## config.mk

```make
export PLATFORM = sky130hd
export DESIGN_NAME = clkdiv_bank_flat
export DESIGN_NICKNAME = d
export VERILOG_FILES = /design/src/rtl/clkdiv_pkg.sv /design/src/rtl/clkdiv_if.sv /design/src/rtl/clkdiv_channel.sv /design/src/rtl/clkdiv_bank.sv /design/src/flat_wrapper.sv
export SDC_FILE = /design/constraint.sdc
export NUM_CORES = 1
export LEC_CHECK = 0
export BUFFER_PORTS_ARGS = -buffer_cell sky130_fd_sc_hd__buf_4
export CAP_MARGIN = 40
export CORE_MARGIN = 2
export CORE_UTILIZATION = 50
export CTS_CLUSTER_DIAMETER = 150
export DETAILED_ROUTE_END_ITERATION = 12
export GPL_TIMING_DRIVEN = 0
export PLACE_DENSITY = 0.66
export RECOVER_POWER = 50
export SETUP_SLACK_MARGIN = 0.05
export SLEW_MARGIN = 20
export SYNTH_ARGS = -nofsm -noshare
export SYNTH_HDL_FRONTEND = slang
export SYNTH_HIERARCHICAL = 1
export SYNTH_SLANG_ARGS = --single-unit
export TNS_END_PERCENT = 1
```

## constraint.sdc

```tcl
create_clock -name clock_in -period 4.2 [get_ports clock_in]
set_input_delay 0.84 -clock clock_in [delete_from_list [all_inputs] [get_ports clock_in]]
set_output_delay 0.84 -clock clock_in [all_outputs]
set_load 0.02 [all_outputs]
```

## src/rtl/clkdiv_pkg.sv

```systemverilog
// ----------------------------------------------------------------------------
// clkdiv_pkg
// Shared types for the clock-divider bank: default counter width, the counter
// type and the per-channel configuration payload {period, high}.
// ----------------------------------------------------------------------------
package clkdiv_pkg;

    localparam int unsigned CW_DEFAULT = 28;

    typedef logic [CW_DEFAULT-1:0] cnt_t;

    typedef struct packed {
        cnt_t period;
        cnt_t high;
    } ch_cfg_t;

endpackage : clkdiv_pkg

```

## src/rtl/clkdiv_if.sv

```systemverilog
// ----------------------------------------------------------------------------
// clkdiv_if
// Configuration-load handshake for clkdiv_bank.
//   load_valid  : master requests a write of {load_period, load_high}
//   load_ready  : slave accepts when high together with load_valid
//   load_ch     : target channel index
//   load_period : new period (clock_in cycles)
//   load_high   : new high-time (clock_in cycles)
// ----------------------------------------------------------------------------
interface clkdiv_if #(
    parameter int unsigned NCH = 4,
    parameter int unsigned CW  = clkdiv_pkg::CW_DEFAULT
);
    localparam int unsigned CHW = (NCH > 1) ? $clog2(NCH) : 1;

    logic           load_valid;
    logic           load_ready;
    logic [CHW-1:0] load_ch;
    logic [CW-1:0]  load_period;
    logic [CW-1:0]  load_high;

    modport master (
        output load_valid,
        output load_ch,
        output load_period,
        output load_high,
        input  load_ready
    );

    modport slave (
        input  load_valid,
        input  load_ch,
        input  load_period,
        input  load_high,
        output load_ready
    );

endinterface : clkdiv_if

```

## src/rtl/clkdiv_channel.sv

```systemverilog
// ----------------------------------------------------------------------------
// clkdiv_channel
// One divider channel: active period/high-time, counter, run flag, shadow
// configuration with pending flag, and registered clock_out/tick.
// Optional feature: define CLKDIV_SYNC_EN to add sync_in, which restarts the
// channel at count 0 and applies any pending shadow.
//   clk, rst_n  : clock, asynchronous active-low reset
//   en          : run enable
//   sync_in     : (CLKDIV_SYNC_EN only) bank-wide phase restart
//   ld_we       : accepted config write for this channel
//   ld_period   : new period
//   ld_high     : new high-time
//   pending     : shadow waiting to be applied (registered)
//   clock_out   : divided square wave (registered)
//   tick        : one-cycle pulse at period start (registered)
// ----------------------------------------------------------------------------
module clkdiv_channel
    import clkdiv_pkg::*;
#(
    parameter int unsigned CW         = CW_DEFAULT,
    parameter int unsigned DEF_PERIOD = 2000,
    parameter int unsigned DEF_HIGH   = 1000
) (
    input  logic          clk,
    input  logic          rst_n,
    input  logic          en,
`ifdef CLKDIV_SYNC_EN
    input  logic          sync_in,
`endif
    input  logic          ld_we,
    input  logic [CW-1:0] ld_period,
    input  logic [CW-1:0] ld_high,
    output logic          pending,
    output logic          clock_out,
    output logic          tick
);

    localparam logic [CW-1:0] DEF_P = CW'(DEF_PERIOD);
    localparam logic [CW-1:0] DEF_H = CW'(DEF_HIGH);

    logic [CW-1:0] period_q, period_d;
    logic [CW-1:0] high_q, high_d;
    logic [CW-1:0] cnt_q, cnt_d;
    logic          run_q, run_d;
    logic [CW-1:0] sh_period_q, sh_period_d;
    logic [CW-1:0] sh_high_q, sh_high_d;
    logic          pend_q, pend_d;
    logic          clk_q, clk_d;
    logic          tick_q, tick_d;

    logic          apply_c;
    logic [CW-1:0] eff_period_c;
    logic [CW-1:0] eff_high_c;

    // Next-state: counter, run flag, shadow/pending and registered outputs
    always_comb begin
        period_d    = period_q;
        high_d      = high_q;
        cnt_d       = cnt_q;
        run_d       = run_q;
        sh_period_d = sh_period_q;
        sh_high_d   = sh_high_q;
        pend_d      = pend_q;
        clk_d       = 1'b0;
        tick_d      = 1'b0;
        apply_c     = 1'b0;

        // Config the next period starts with if the shadow is applied now
        eff_period_c = pend_q ? sh_period_q : period_q;
        eff_high_c   = pend_q ? sh_high_q   : high_q;

        if (!en) begin
            cnt_d   = '0;
            run_d   = 1'b0;
            apply_c = pend_q;
`ifdef CLKDIV_SYNC_EN
        end else if (sync_in) begin
            // A zero period stays halted even across a sync restart
            apply_c = pend_q;
            cnt_d   = '0;
            if (eff_period_c == '0) begin
                run_d = 1'b0;
            end else begin
                run_d  = 1'b1;
                tick_d = 1'b1;
                clk_d  = (eff_high_c != '0);
            end
`endif
        end else if (period_q == '0) begin
            // Halted; dropping the run flag makes a later load restart with a tick
            cnt_d   = '0;
            run_d   = 1'b0;
            apply_c = pend_q;
        end else if (!run_q) begin
            run_d  = 1'b1;
            cnt_d  = '0;
            tick_d = 1'b1;
            clk_d  = (high_q != '0);
        end else if (cnt_q == period_q - CW'(1)) begin
            // Wrap: the only glitch-free point to switch config while running
            cnt_d   = '0;
            apply_c = pend_q;
            tick_d  = 1'b1;
            clk_d   = (eff_high_c != '0);
        end else begin
            cnt_d = cnt_q + CW'(1);
            clk_d = (cnt_d < high_q);
        end

        if (apply_c) begin
            period_d = sh_period_q;
            high_d   = sh_high_q;
            pend_d   = 1'b0;
        end

        // Writes are only granted while nothing is pending, so never collide with apply
        if (ld_we) begin
            sh_period_d = ld_period;
            sh_high_d   = ld_high;
            pend_d      = 1'b1;
        end
    end

    // State registers
    always_ff @(posedge clk or negedge rst_n) begin
        if (!rst_n) begin
            period_q    <= DEF_P;
            high_q      <= DEF_H;
            cnt_q       <= '0;
            run_q       <= 1'b0;
            sh_period_q <= DEF_P;
            sh_high_q   <= DEF_H;
            pend_q      <= 1'b0;
            clk_q       <= 1'b0;
            tick_q      <= 1'b0;
        end else begin
            period_q    <= period_d;
            high_q      <= high_d;
            cnt_q       <= cnt_d;
            run_q       <= run_d;
            sh_period_q <= sh_period_d;
            sh_high_q   <= sh_high_d;
            pend_q      <= pend_d;
            clk_q       <= clk_d;
            tick_q      <= tick_d;
        end
    end

    assign pending   = pend_q;
    assign clock_out = clk_q;
    assign tick      = tick_q;

endmodule : clkdiv_channel

```

## src/rtl/clkdiv_bank.sv

```systemverilog
// ----------------------------------------------------------------------------
// clkdiv_bank
// Bank of NCH programmable clock dividers with a shared config-load port.
// Optional feature: define CLKDIV_SYNC_EN to add sync_in, which restarts all
// enabled channels on the same edge.
//   clock_in   : sole clock
//   reset_n    : asynchronous active-low reset
//   en         : per-channel run enable
//   sync_in    : (CLKDIV_SYNC_EN only) phase-align all enabled channels
//   ld         : clkdiv_if slave - load_valid/load_ready/load_ch/period/high
//   clock_out  : divided square waves (registered)
//   tick       : one-cycle pulse at each period start (registered)
// load_ready is combinational: low while the addressed channel has a pending
// shadow that has not yet been applied.
// ----------------------------------------------------------------------------
module clkdiv_bank
    import clkdiv_pkg::*;
#(
    parameter int unsigned NCH        = 4,
    parameter int unsigned CW         = CW_DEFAULT,
    parameter int unsigned DEF_PERIOD = 2000,
    parameter int unsigned DEF_HIGH   = 1000
) (
    input  logic           clock_in,
    input  logic           reset_n,
    input  logic [NCH-1:0] en,
`ifdef CLKDIV_SYNC_EN
    input  logic           sync_in,
`endif
    clkdiv_if.slave        ld,
    output logic [NCH-1:0] clock_out,
    output logic [NCH-1:0] tick
);

    localparam int unsigned CHW = (NCH > 1) ? $clog2(NCH) : 1;

    logic [NCH-1:0] pend;
    logic [NCH-1:0] ld_we_c;
    logic           ready_c;

    // Channel decode; an out-of-range load_ch is never ready
    always_comb begin
        ready_c = 1'b0;
        ld_we_c = '0;
        for (int unsigned i = 0; i < NCH; i++) begin
            if (ld.load_ch == CHW'(i)) begin
                ready_c    = !pend[i];
                ld_we_c[i] = ld.load_valid && !pend[i];
            end
        end
    end

    assign ld.load_ready = ready_c;

    for (genvar g = 0; g < NCH; g++) begin : g_ch
        clkdiv_channel #(
            .CW         (CW),
            .DEF_PERIOD (DEF_PERIOD),
            .DEF_HIGH   (DEF_HIGH)
        ) u_ch (
            .clk       (clock_in),
            .rst_n     (reset_n),
            .en        (en[g]),
`ifdef CLKDIV_SYNC_EN
            .sync_in   (sync_in),
`endif
            .ld_we     (ld_we_c[g]),
            .ld_period (ld.load_period),
            .ld_high   (ld.load_high),
            .pending   (pend[g]),
            .clock_out (clock_out[g]),
            .tick      (tick[g])
        );
    end

endmodule : clkdiv_bank
```

## src/flat_wrapper.sv

```systemverilog
// flat-port wrapper written by rule: the top's interface ports become plain ports
module clkdiv_bank_flat import clkdiv_pkg::*;
#(
    parameter int unsigned NCH        = 4,
    parameter int unsigned CW         = CW_DEFAULT,
    parameter int unsigned DEF_PERIOD = 2000,
    parameter int unsigned DEF_HIGH   = 1000
)
  (clock_in, reset_n, en, clock_out, tick, ld_load_valid, ld_load_ch, ld_load_period, ld_load_high, ld_load_ready);
  clkdiv_if #(.NCH(NCH), .CW(CW)) ld_i ();
  input  logic clock_in;
  input  logic reset_n;
  input  logic [NCH-1:0] en;
  output logic [NCH-1:0] clock_out;
  output logic [NCH-1:0] tick;
  input wire logic [$bits(ld_i.load_valid)-1:0] ld_load_valid;
  input wire logic [$bits(ld_i.load_ch)-1:0] ld_load_ch;
  input wire logic [$bits(ld_i.load_period)-1:0] ld_load_period;
  input wire logic [$bits(ld_i.load_high)-1:0] ld_load_high;
  output wire logic [$bits(ld_i.load_ready)-1:0] ld_load_ready;
  assign ld_i.load_valid = ld_load_valid;
  assign ld_i.load_ch = ld_load_ch;
  assign ld_i.load_period = ld_load_period;
  assign ld_i.load_high = ld_load_high;
  assign ld_load_ready = ld_i.load_ready;
  clkdiv_bank #(.NCH(NCH), .CW(CW), .DEF_PERIOD(DEF_PERIOD), .DEF_HIGH(DEF_HIGH)) u_core (.clock_in(clock_in), .reset_n(reset_n), .en(en), .ld(ld_i), .clock_out(clock_out), .tick(tick));
endmodule
```

==> run_results.csv <==
group,metric,value,unit
status,outcome,"finished, violations left",
status,violations,"max-capacitance violations, max-slew violations",
power_and_ir_drop,ir_worst_vdd,0.382,mV
routing,antenna_left,0,
routing,vias,27193,
cts,root_buffer,"clkbuf_16",
place,dp.cells,4230,
place,dp_slack,-2.19,ps
floorplanning,num_rows,95,
power_and_ir_drop,comb_power_share,24.1,%
worst_setup_path,critPathKind,"reg -> reg",
place,place_hpwl,78000,µm
finish,synthToLayoutAreaGrowth,12.3,%
routing,wl_per_cell,23.8,µm
synth,synth_enable_flop_cells,0,
worst_setup_path,crit_path_end_kind,"register",
min_path,holdPathStages,1,
sta,period_needed,3970,ps
sta,drv_slew,27,
synth,seq_area_frac_synth,42.6,%
sta,relSlewSlack,-4.44,%
worst_setup_path,r2r_end,"u_core/g_ch[0].u_ch/clock_out",
floorplanning,die_h,265,µm
finish,nets,3610,
job,maxCapViolCount,1,
sta,final.setup.worst_slack,229,ps
synth,async_flop_share,100,%
synth,ys_warn_count,6,
floorplanning,num_io_pins,74,
finish,drive_gt1_share,21.6,%
sta,fmax,252,MHz
place,io_buffers,73,
global_routing,grt_max_degree,101,
routing,drt_iter0_drc,2733,
min_path,hold_class,"reg -> reg",
worst_setup_path,required,4680,ps
power_and_ir_drop,seqPwrFrac,43.7,%
cts,htreeDepth,3,
synth,synth_cell_types,91,
sta,finalHoldViolCount,0,
power_and_ir_drop,power_density,505,nW/µm²
sta,fin_tns_setup,0,ps
routing,drt_wl_total,104000,µm
min_path,hp-start,"u_core/g_ch[2].u_ch/sh_period_q[0]",
global_routing,grt_pass1_wl,163000,µm
power_and_ir_drop,power.internal,0.0131,W
sta,finalSetupViolCount,0,
cts,clockBufferDepth,3,
worst_setup_path,cp_max_fo,10,
power_and_ir_drop,clockPowerShare,32.1,%
cts,clkTransAtPathRegs,60,ps
floorplanning,core,67400,µm²
synth,synth_ff_type,"dfrtp_1",
global_routing,overflow,0,
worst_setup_path,r2r_slack,230,ps
synth,syn-instance-count,3274,
sta,fin_crit_sh,94.5,%
min_path,min_to,"u_core/g_ch[2].u_ch/period_q[0]",
synth,synth_seq_cells,576,
power_and_ir_drop,sw_frac_of_total,32.1,%
power_and_ir_drop,leakage,16.2,nW
routing,viasPerCell,6.24,
cts,clk_latency,610,ps
power_and_ir_drop,switchingPower,0.00620,W
routing,remaining_drc_errors,0,
sta,rsz0062_at_grt,"false",
worst_setup_path,worstPathArrival,4450,ps
floorplanning,die-area,70400,µm²
sta,tightest_slew,1570,ps
sta,skew,25.5,ps
worst_setup_path,r2r_cells,10,
global_routing,grt_usage,29.6,%
worst_setup_path,worstReg2RegStart,"u_core/g_ch[0].u_ch/period_q[8]",
floorplanning,initial_core_util,50.7,%
global_routing,grt_antenna_before_repair,8,
finish,instances_no_fill,4359,
routing,drt_first_pass_iters,6,
synth,syn-num-nets,3455,
global_routing,grt_pass1_vias,27574,
place,gp_congestion,0.897,
cts,cts_made_buffers,68,
floorplanning,fp.dieW,265,µm
synth,avgSynthCellArea,10.4,µm²
synth,syn_area,34100,µm²
worst_setup_path,start_kind,"register",
cts,cts_tree,"done",
cts,clock_sinks,576,
[cells by family (layout without fill, tap and decap cells)]
kind of cell / Yosys count / after routing / share of synthesized area [%]
mux: 349 / 349 / 12.4
flops: 576 / 576 / 42.6
other cells: 0 / 5 / 0
buf+inv: 370 / 577 / 5.09
compound gates: 496 / 496 / 11.0
xor+xnor: 236 / 236 / 6.05
simple gates: 1131 / 1131 / 18.6
fa+ha+maj: 116 / 116 / 4.25
[power groups by stage]
stage | Sequential, W | Combinational, W | Clock, W
floorplan | 0.00785 | 0.00355 | 0
global placement | 0.00846 | 0.00441 | 0
detailed placement | 0.00851 | 0.00462 | 0
CTS | 0.00843 | 0.00464 | 0.00633
global route | 0.00861 | 0.00511 | 0.00655
finish | 0.00846 | 0.00467 | 0.00622
[Yosys cell counts (88+ instances only)]
master    number  area [µm²]
mux2_2       259        2920
nor2b_1      138         863
nand3_1      164         821
nor3_1       101         505
nor2_1       134         503
xnor2_1      139        1220
dfrtp_1      480       12000
dfstp_2       96        2520
clkbuf_1     151         567
ha_1         116        1450
xor2_1        97         850
nand2_1      170         638
and3_1       127         795
inv_1        148         556
nor4_1        88         551
[how the worst max path moves through the flow]
stage | slack, ps | cells after the start | start | endpoint
finish | 230 | 10 | u_core/g_ch[0].u_ch/period_q[8] | u_core/g_ch[0].u_ch/clock_out
detailed placement | -2 | 14 | u_core/g_ch[3].u_ch/period_q[0] | u_core/g_ch[3].u_ch/high_q[2]
global placement | -3860 | 1 | reset_n | u_core/g_ch[0].u_ch/high_q[17]
CTS | 20 | 13 | u_core/g_ch[3].u_ch/period_q[0] | u_core/g_ch[3].u_ch/clock_out
global route | 60 | 13 | u_core/g_ch[1].u_ch/cnt_q[2] | u_core/g_ch[1].u_ch/clock_out
floorplan | 860 | 12 | u_core/g_ch[0].u_ch/period_q[0] | u_core/g_ch[0].u_ch/period_q[16]
[placed cells by master (no fill, tap or decap), types with 44 or more instances in the layout]
| cell type | n |
|---|---|
| buf_4 | 81 |
| nor3_1 | 101 |
| nor4_1 | 87 |
| clkbuf_1 | 165 |
| dfstp_2 | 96 |
| xor2_1 | 97 |
| mux2_4 | 80 |
| mux2_2 | 259 |
| a211oi_1 | 70 |
| clkbuf_16 | 70 |
| nand4_1 | 44 |
| nor2b_1 | 138 |
| inv_1 | 148 |
| o211ai_1 | 52 |
| nand3_1 | 164 |
| and3_1 | 127 |
| dfrtp_1 | 480 |
| o21ai_0 | 74 |
| nor2_1 | 134 |
| ha_1 | 116 |
| xnor2_1 | 139 |
| nand2_1 | 170 |
[critical path, stage by stage (launching register included)]
cell and delay, ps:
dfstp_2 350, buf_2 180, or4_1 500, buf_2 180
nor3_1 330, nand4_1 270, o41ai_4 580, clkbuf_1 540
clkbuf_1 570, a21oi_1 160, o211a_1 200
[state kept, by name, indices dropped and copies added, names as in the netlist]
signal,cells
u_core/g_ch.u_ch/sh_high_q,112
u_core/g_ch.u_ch/cnt_q,112
u_core/g_ch.u_ch/tick,4
u_core/g_ch.u_ch/run_q,4
u_core/g_ch.u_ch/period_q,112
u_core/g_ch.u_ch/pending,4
u_core/g_ch.u_ch/clock_out,4
u_core/g_ch.u_ch/sh_period_q,112
u_core/g_ch.u_ch/high_q,112
[through the flow]
step	power [W]	util (%)	hold slack, ps	area [µm²]
after floorplan	0.0114	-	475	34100
after global placement	0.0129	53.1	483	35800
after detailed placement	0.0131	53.4	492	36000
after CTS	0.0194	56.9	71.2	38300
after global routing	0.0203	56.9	517	38300
final	0.0194	56.9	504	38300
[metal layers]
| metal | wire (µm) | share of wire [%] | global-route usage (%) |
|---|---|---|---|
| met5 | 12 | 0.012 | 0 |
| met4 | 3220 | 3.1 | 9.42 |
| met3 | 6770 | 6.5 | 5.48 |
| met2 | 48300 | 47 | 47.9 |
| met1 | 45400 | 44 | 40.4 |
[final cells by class]
type | count | area (µm²)
buffer | 221 | 1180
clock inverter | 24 | 370
fill | 5845 | 29100
sequential | 576 | 14500
multi-input combinational | 2328 | 18000
antenna | 5 | 12.5
clock buffer | 98 | 1970
inverter | 149 | 559
timing repair buffer | 85 | 668
tap | 873 | 1090
[what timing repair did]
action | in CTS | in global routing
gates cloned | 0 | 0
hold buffers | 0 | 0
buffers inserted | 0 | 2
resized for setup | 1 | 19
setup endpoints to repair | 2 | 186
pin swaps | 0 | 1
endpoints found under the hold margin | 0 | 0
Power figures use the tool's default switching activity.
